`src/rtl/muldiv_pkg.sv`:
```
// Shared opcodes, FSM state encoding and iteration count for the multiply/divide controller.
// MULDIV_SIGNED_EN enables the signed DIV opcode and its FIX state.
package muldiv_pkg;

    localparam logic [5:0] OP_MULTU = 6'h13;
    localparam logic [5:0] OP_DIVU  = 6'h14;
    localparam logic [5:0] OP_DIV   = 6'h15;

    localparam logic [2:0] S_IDLE = 3'd0;
    localparam logic [2:0] S_MUL  = 3'd1;
    localparam logic [2:0] S_DIV  = 3'd2;
`ifdef MULDIV_SIGNED_EN
    localparam logic [2:0] S_FIX  = 3'd3;
    localparam bit         SIGNED_EN = 1'b1;
`else
    localparam bit         SIGNED_EN = 1'b0;
`endif
    localparam logic [2:0] S_DONE = 3'd4;

    localparam int DIV_CYCLES = 32;

    function automatic logic op_valid(input logic [5:0] op);
        return (op == OP_MULTU) || (op == OP_DIVU) || (SIGNED_EN && (op == OP_DIV));
    endfunction

endpackage

```
`src/rtl/divu_core.sv`:
```
// Restoring radix-2 unsigned divider datapath: one quotient bit per step, MSB first.
// The result ports show the post-step value while stepping so the last step can be captured directly.
module divu_core
    import muldiv_pkg::*;
(
    input  logic        clk,
    input  logic        rst_n,
    input  logic        load,
    input  logic        step,
    input  logic [31:0] dividend,
    input  logic [31:0] divisor,
    output logic [31:0] rem,
    output logic [31:0] quot,
    output logic        last
);

    logic [31:0] rem_q, rem_d;
    logic [31:0] quot_q, quot_d;
    logic [31:0] div_q, div_d;
    logic [4:0]  cnt_q, cnt_d;

    logic [32:0] shifted;
    logic [32:0] diff;
    logic [31:0] rem_step;
    logic [31:0] quot_step;

    always_comb begin
        shifted   = {rem_q, quot_q[31]};
        diff      = shifted - {1'b0, div_q};
        // A borrow out of bit 32 means the trial subtraction failed: restore.
        rem_step  = diff[32] ? shifted[31:0] : diff[31:0];
        quot_step = {quot_q[30:0], ~diff[32]};
    end

    always_comb begin
        // NOTE: every target gets a default first so no path can infer a latch.
        rem_d  = rem_q;
        quot_d = quot_q;
        div_d  = div_q;
        cnt_d  = cnt_q;
        if (load) begin
            rem_d  = '0;
            quot_d = dividend;
            div_d  = divisor;
            cnt_d  = '0;
        end else if (step) begin
            rem_d  = rem_step;
            quot_d = quot_step;
            cnt_d  = cnt_q + 5'd1;
        end
    end

    always_ff @(posedge clk or negedge rst_n) begin
        // NOTE: state uses non-blocking assignments so all flops update from pre-edge values.
        if (!rst_n) begin
            rem_q  <= '0;
            quot_q <= '0;
            div_q  <= '0;
            cnt_q  <= '0;
        end else begin
            rem_q  <= rem_d;
            quot_q <= quot_d;
            div_q  <= div_d;
            cnt_q  <= cnt_d;
        end
    end

    assign rem  = step ? rem_step : rem_q;
    assign quot = step ? quot_step : quot_q;
    assign last = (cnt_q == 5'(DIV_CYCLES - 1));

endmodule

```
`src/rtl/muldiv_ctrl.sv`:
```
// Multi-cycle MULTU/DIVU/DIV controller producing HI/LO; hi/lo only change on entry to DONE.
// MULDIV_SIGNED_EN adds signed DIV (magnitude division plus a one-cycle FIX sign correction).
module muldiv_ctrl
    import muldiv_pkg::*;
(
    input  logic        clk,
    input  logic        rst_n,
    input  logic [5:0]  ctrl,
    input  logic        start,
    input  logic [31:0] a,
    input  logic [31:0] b,
    input  logic        abort,
    output logic [31:0] hi,
    output logic [31:0] lo,
    output logic        busy,
    output logic        done
);

    logic [2:0]  state_q, state_d;
    logic [31:0] a_q, a_d;
    logic [31:0] b_q, b_d;
    logic [31:0] hi_q, hi_d;
    logic [31:0] lo_q, lo_d;

    logic [63:0] product;
    logic [31:0] a_mag, b_mag;
    logic [31:0] core_rem, core_quot;
    logic        core_load, core_step, core_last;

    assign product = {32'd0, a_q} * {32'd0, b_q};

`ifdef MULDIV_SIGNED_EN
    logic [5:0] ctrl_q, ctrl_d;
    logic       signed_op;

    assign signed_op = (ctrl == OP_DIV);
    assign a_mag     = (signed_op && a[31]) ? -a : a;
    assign b_mag     = (signed_op && b[31]) ? -b : b;
`else
    assign a_mag = a;
    assign b_mag = b;
`endif

    assign core_step = (state_q == S_DIV);

    divu_core u_divu_core (
        .clk      (clk),
        .rst_n    (rst_n),
        .load     (core_load),
        .step     (core_step),
        .dividend (a_mag),
        .divisor  (b_mag),
        .rem      (core_rem),
        .quot     (core_quot),
        .last     (core_last)
    );

    always_comb begin
        state_d   = state_q;
        a_d       = a_q;
        b_d       = b_q;
        hi_d      = hi_q;
        lo_d      = lo_q;
        core_load = 1'b0;
`ifdef MULDIV_SIGNED_EN
        ctrl_d    = ctrl_q;
`endif
        case (state_q)
            S_IDLE: begin
                if (start && op_valid(ctrl)) begin
                    a_d = a;
                    b_d = b;
`ifdef MULDIV_SIGNED_EN
                    ctrl_d = ctrl;
`endif
                    if (ctrl == OP_MULTU) begin
                        state_d = S_MUL;
                    end else if (b == '0) begin
                        state_d = S_DONE;
                        hi_d    = a;
                        lo_d    = '1;
                    end else begin
                        state_d   = S_DIV;
                        core_load = 1'b1;
                    end
                end
            end
            S_MUL: begin
                if (abort) begin
                    state_d = S_IDLE;
                end else begin
                    state_d      = S_DONE;
                    {hi_d, lo_d} = product;
                end
            end
            S_DIV: begin
                if (abort) begin
                    state_d = S_IDLE;
                end else if (core_last) begin
`ifdef MULDIV_SIGNED_EN
                    if (ctrl_q == OP_DIV) begin
                        state_d = S_FIX;
                    end else begin
                        state_d = S_DONE;
                        hi_d    = core_rem;
                        lo_d    = core_quot;
                    end
`else
                    state_d = S_DONE;
                    hi_d    = core_rem;
                    lo_d    = core_quot;
`endif
                end
            end
`ifdef MULDIV_SIGNED_EN
            S_FIX: begin
                if (abort) begin
                    state_d = S_IDLE;
                end else begin
                    state_d = S_DONE;
                    lo_d    = (a_q[31] ^ b_q[31]) ? -core_quot : core_quot;
                    hi_d    = a_q[31] ? -core_rem : core_rem;
                end
            end
`endif
            S_DONE:  state_d = S_IDLE;
            default: state_d = S_IDLE;
        endcase
    end

    always_ff @(posedge clk or negedge rst_n) begin
        if (!rst_n) begin
            state_q <= S_IDLE;
            a_q     <= '0;
            b_q     <= '0;
            hi_q    <= '0;
            lo_q    <= '0;
`ifdef MULDIV_SIGNED_EN
            ctrl_q  <= '0;
`endif
        end else begin
            state_q <= state_d;
            a_q     <= a_d;
            b_q     <= b_d;
            hi_q    <= hi_d;
            lo_q    <= lo_d;
`ifdef MULDIV_SIGNED_EN
            ctrl_q  <= ctrl_d;
`endif
        end
    end

    assign hi   = hi_q;
    assign lo   = lo_q;
    assign busy = (state_q != S_IDLE);
    assign done = (state_q == S_DONE);

endmodule

```
`config.mk`:
```
export PLATFORM = sky130hd
export DESIGN_NAME = muldiv_ctrl
export DESIGN_NICKNAME = d
export VERILOG_FILES = /design/src/rtl/muldiv_pkg.sv /design/src/rtl/divu_core.sv /design/src/rtl/muldiv_ctrl.sv
export SDC_FILE = /design/constraint.sdc
export NUM_CORES = 2
export LEC_CHECK = 0
export BUFFER_PORTS_ARGS = -buffer_cell sky130_fd_sc_hd__clkbuf_2
export CORE_MARGIN = 4
export CORE_UTILIZATION = 40
export CTS_BUF_LIST = sky130_fd_sc_hd__clkbuf_16
export DETAILED_ROUTE_END_ITERATION = 12
export GPL_TIMING_DRIVEN = 1
export RECOVER_POWER = 25
export SYNTH_ARGS = -nofsm -noshare
export SYNTH_HDL_FRONTEND = slang
export SYNTH_SLANG_ARGS = --single-unit
```
`constraint.sdc`:
```
create_clock -name clk -period 7.75 [get_ports clk]
set_input_delay 0.775 -clock clk [delete_from_list [all_inputs] [get_ports clk]]
set_output_delay 0.775 -clock clk [all_outputs]
set_load 0.02 [all_outputs]
```
# Yosys cells after proc, flatten, opt, wreduce, memory -nomap -nowiden
# Cells that the tools add are included.
# totals
latch_bits,0
romBits,0
reg_bits,232
output_inout_bits,66
word_cells,68
ramBits,0
mem_count,0
# op_classes
magnitude_cmp,0
bitwise_logic,1
mux,32
shift,0
n_reduce_logical,10
div,0
mul,1
eq_ne,13
n_addsub,2
# ops
operator,count
$mux W32,17
$pmux W32 S3,2
$mul A32 B32 Y64,1
$sub A33 B32 Y33,1
$logic_not A32 Y1,1
$mux W3,6
$eq A6 B5 Y1 const B,2
$mux W5,2
$ne A2 B2 Y1 const B,5
$pmux W3 S3,1
$reduce_and A7 Y1,1
$reduce_bool A3 Y1,2
$add A5 B1 Y5 const B,1
$eq A5 B5 Y1 const B,1
$mux W1,4
$reduce_and A2 Y1,2
$eq A3 B1 Y1 const B,1
$eq A3 B2 Y1 const B,1
$eq A3 B3 Y1 const B,1
$logic_not A3 Y1,1
$ne A3 B2 Y1 const B,1
$ne A2 B1 Y1 const B,1
$reduce_bool A2 Y1,1
$logic_and A1 B1 Y1,1
other kinds (2),2

# Depth between registers and ports, before layout
# logic_depth
depth_word,6
depth_mapped,28
depth_no_buf,26

# Hierarchy
# A second synthesis with hierarchy kept.
# hier_totals
hier_cells,4927
hier_area_um2,45935.3
# modules_own_cells
module,instances,seq_area_each_um2,cells_per_inst,area_per_inst_um2
muldiv_ctrl,1,3278.1,4189,39198.8
divu_core,1,2527.4,738,6736.5

# Least setup slack after synthesis
# OpenSTA, ideal clock, no wires.
# synth_path
path_type,flip-flop to flip-flop
start,reg b_q[2]
end,reg hi_q[31] (netlist: hi[31])
t_arrival_ps,7111
stages_incl_launch_ff,26
period_less_slack_ps,7252
t_required_ps,7609
setup_slack_ps,498
setup_ps,141
cell_sequence,dfrtp_1 -> clkbuf_1 -> and2_1 -> fa_1 -> inv_1 -> fa_1 -> fa_1 -> fa_1 -> inv_1 -> fa_1 -> inv_1 -> fa_1 -> inv_1 -> fa_1 -> fa_1 -> ha_1 -> nand2_2 -> or4_4 -> nor3_2 -> o21ai_2 -> a2111oi_4 -> o31ai_4 -> o31ai_4 -> a31oi_1 -> mux2i_1 -> a31oi_1
# synth_via
elab_chain_cells,3
# synth_lines
element,line,source
"start, declared",muldiv_ctrl.sv:21,"logic [31:0] b_q, b_d;"
"start signal, assigned",muldiv_ctrl.sv:135,b_q <= '0;
"start signal, assigned",muldiv_ctrl.sv:144,b_q <= b_d;
$mul A32 B32 Y64,muldiv_ctrl.sv:30,"assign product = {32'd0, a_q} * {32'd0, b_q};"
$mux W32,muldiv_ctrl.sv:89,if (abort) begin
$pmux W32 S3,muldiv_ctrl.sv:68,case (state_q)
"end signal, assigned",muldiv_ctrl.sv:145,hi_q <= hi_d;
"end, declared",muldiv_ctrl.sv:22,"logic [31:0] hi_q, hi_d;"
# Every way passes these cells. The select of a mux whose other input is x is not followed.
# A chain may end at the register's enable or synchronous reset.

# Worst setup path after layout
# layout_path
start,reg b_q[2]
end,reg hi_q[15] (netlist: hi[15])
# Same word-level chain as after synthesis.

==> flow_summary.yaml <==
outcome:
  status: "finished with violations"
  violations: "max-capacitance violations, max-slew violations"
route:
  drt_iter0_markers: 2248
  wl_mm: 139
  drc_errors: 0
  detail_route.vias_per_cell: 5.27
  dr.pass1.iters: 5
  antenna_left: 0
  vias: 34400
  wire_per_inst_um: 21.3
clock_tree:
  cts_max_level: 1
  cts-root-buf: "clkbuf_16"
  worstSkewPairLatency_ps: 590
  cts_made_buffers: 30
  clockBufferDepth: 3
  holdBufCountCts: 0
  cts.sinks: 232
  tritoncts: "built"
  path_clk_slew_ps: 60
floorplanning:
  ios: 140
  die_x_um: 344
  rows: 122
  core_area_um2: 111000
  die_h_um: 344
  die_area_um2: 118000
  start_util_pct: 40.5
logic_synthesis:
  yosysUniqueCellTypes: 81
  syn_area_per_cell_um2: 9.20
  synth_warnings: 0
  synthDominantCellAreaShare_pct: 39.8
  synth_fa_ha_area_share_pct: 48.1
  synth_mux_area_share_pct: 2.81
  ys_seq_area_share_pct: 12.9
  synth_simple_gate_area_share_pct: 16.4
  synth-edff-count: 0
  synth_xor_xnor_area_share_pct: 1.65
  synthTopCellsByCount: "inv_1, fa_1, nand2_1"
  synth_seq_cells: 232
  synth_compound_area_share_pct: 8.13
  syn-num-nets: 6170
  syn_inst: 4902
  synthFlopType: "dfrtp_1"
  syn-cell-area_um2: 45100
  synth_top_family_by_area: "adder cells"
  synth_most_common_cell: "inv_1"
  synth_top_cell_by_area: "fa_1"
  synthArstFlopShare_pct: 100
  synth_area_leaders: "fa_1, dfrtp_1, and2_1"
timing:
  clock.fmax_ghz: 0.130
  fin_crit_ps: 7680
  fin_crit_sh_pct: 99.1
  tns_ps: 0
  fin_skew_ps: 12.0
  finalSetupViolations: 0
  hold_viol_final: 0
  rsz0062_at_grt: "yes"
  tightest_slew_ps: 5040
  drv_slew: 235
  relSlewSlack_pct: -236
cells_and_area:
  final_util_pct: 45.5
  instances_no_fill: 6535
  nNetsFinal: 6291
  syn2layout_area_growth_pct: 12.2
  drive_above_1_share_pct: 12.5
  fillers: 10700
placement:
  globalplace.congestion: 0.930
  port_buffers: 139
  dp_hpwl_mm: 111
  dpl.cell_count: 6456
worst_setup_path:
  required_ps: 8220
  crit_fanout: 13
  reg2reg_setup_slack_ps: 70
  setup.worst_path.start_class: "flop"
  cp_data_arrival_time_ps: 8150
  end_kind: "flop"
  critPathKind: "flop to flop"
flow_run:
  drv_cap: 2
worst_hold_path:
  hp-class: "input port to flop"
global_routing:
  grt_pass1_wl_mm: 219
  grt.overflow.total: 0
  grt_pass1_vias: 37000
  track_usage_pct: 23.7
  grt_max_degree: 166
  antenna_found_initial: 2
critical path: stages (launching register included):
cell and delay (ps):
dfrtp_2 430, buf_12 150, and2_1 180, fa_1 540, inv_1 50, fa_1 490
fa_1 480, fa_1 550, inv_1 50, fa_1 480, fa_2 610, fa_2 470
fa_1 500, ha_4 310, nand2_4 50, or4_4 580, nor3_4 140, o21ai_2 100
a2111oi_4 480, o31ai_4 140, buf_4 160, xnor2_1 110, a221oi_1 260, o21ai_1 100
o21a_1 120
kinds of logic (layout without fill, tap and decap cells):
kind of cell,count (synthesis),in the layout
muxes,117,117
xor gates and xnor gates,85,85
AOI/OAI and AO/OA,579,579
DFF,232,232
adders and majority gates,1194,1194
buffers and inverters,1202,1344
other,0,3
and+or+nand+nor,1493,1493
stage by stage:
step | hold WS (ps) | area (µm²) | setup slack (ps)
after floorplan | 479 | 45100 | 498
after global placement | 474 | 48900 | -155
after detailed placement | 486 | 48900 | -202
after CTS | 230 | 49900 | 1.44
after global routing | 449 | 50600 | -152
final | 449 | 50600 | 70.9
flip-flops by register name, summed over array words and instances (netlist names):
signal	cells
u_divu_core.div_q	32
u_divu_core.quot_q	32
state_q	3
b_q	32
u_divu_core.cnt_q	5
lo	32
hi	32
u_divu_core.rem_q	32
a_q	32
worst paths after layout:
path | startpoint | end | cells after the start
hold reg to reg | lo[5]$_DFFE_PN0P_ | lo[5]$_DFFE_PN0P_ | 2
hold / removal | b[1] | u_divu_core.div_q[1]$_DFFE_PN0P_ | 3
setup reg to reg | b_q[2]$_DFFE_PN0P_ | hi[15]$_DFFE_PN0P_ | 24
setup / recovery | b_q[2]$_DFFE_PN0P_ | hi[15]$_DFFE_PN0P_ | 24
max in group asynchronous | rst_n | a_q[26]$_DFFE_PN0P_ | 2
min in group asynchronous | rst_n | lo[5]$_DFFE_PN0P_ | 1
layout make-up:
cell class	instances	area [µm²]	area share, %
multi-input combinational	3468	35200	69.6
sequential	232	5830	11.5
inverter	899	3370	6.67
timing repair buffer	392	3340	6.60
tap	1488	1860	3.68
clock buffer	31	776	1.53
clock inverter	22	173	0.341
antenna	3	7.51	0.0148
routing by layer:
metal | vias up | share of wire (%) | routed length [µm] | global-route usage (%)
li1 | 15200 | - | - | -
met1 | 17900 | 44 | 60500 | 33.4
met2 | 1066 | 47 | 65900 | 39.7
met3 | 190 | 6.3 | 8770 | 2.86
met4 | 0 | 2.8 | 3910 | 4.93
met5 | - | 0 | 0 | 0
cells in the final DEF, fill, tap and decap left out, types with 13 or more instances in the layout:
cell type,count
a211oi_1,22
a21o_1,44
a21oi_1,170
a221oi_1,15
a31oi_1,52
and2_1,589
and3_1,14
buf_12,49
buf_4,194
clkbuf_16,38
clkbuf_2,138
dfrtp_1,214
dfrtp_2,18
fa_1,883
fa_2,14
ha_1,285
inv_1,904
mux2_2,75
mux2i_1,42
nand2_1,632
nand3_1,17
nand4_1,28
nor2_1,128
nor3_1,17
o211ai_1,14
o21a_1,19
o21ai_0,121
o21ai_1,15
o21bai_1,13
xnor2_1,52
xor2_1,31
repair_timing:
item                                    4_1_cts  5_1_grt
cloned                                        0        7
resized for setup                            19      101
pin swaps                                    10       43
setup buffers                                 0       16
endpoints found under the setup margin       22       31
Power is not shown: default switching activity piles up to over one toggle a cycle in this logic, so the estimate is an artifact.
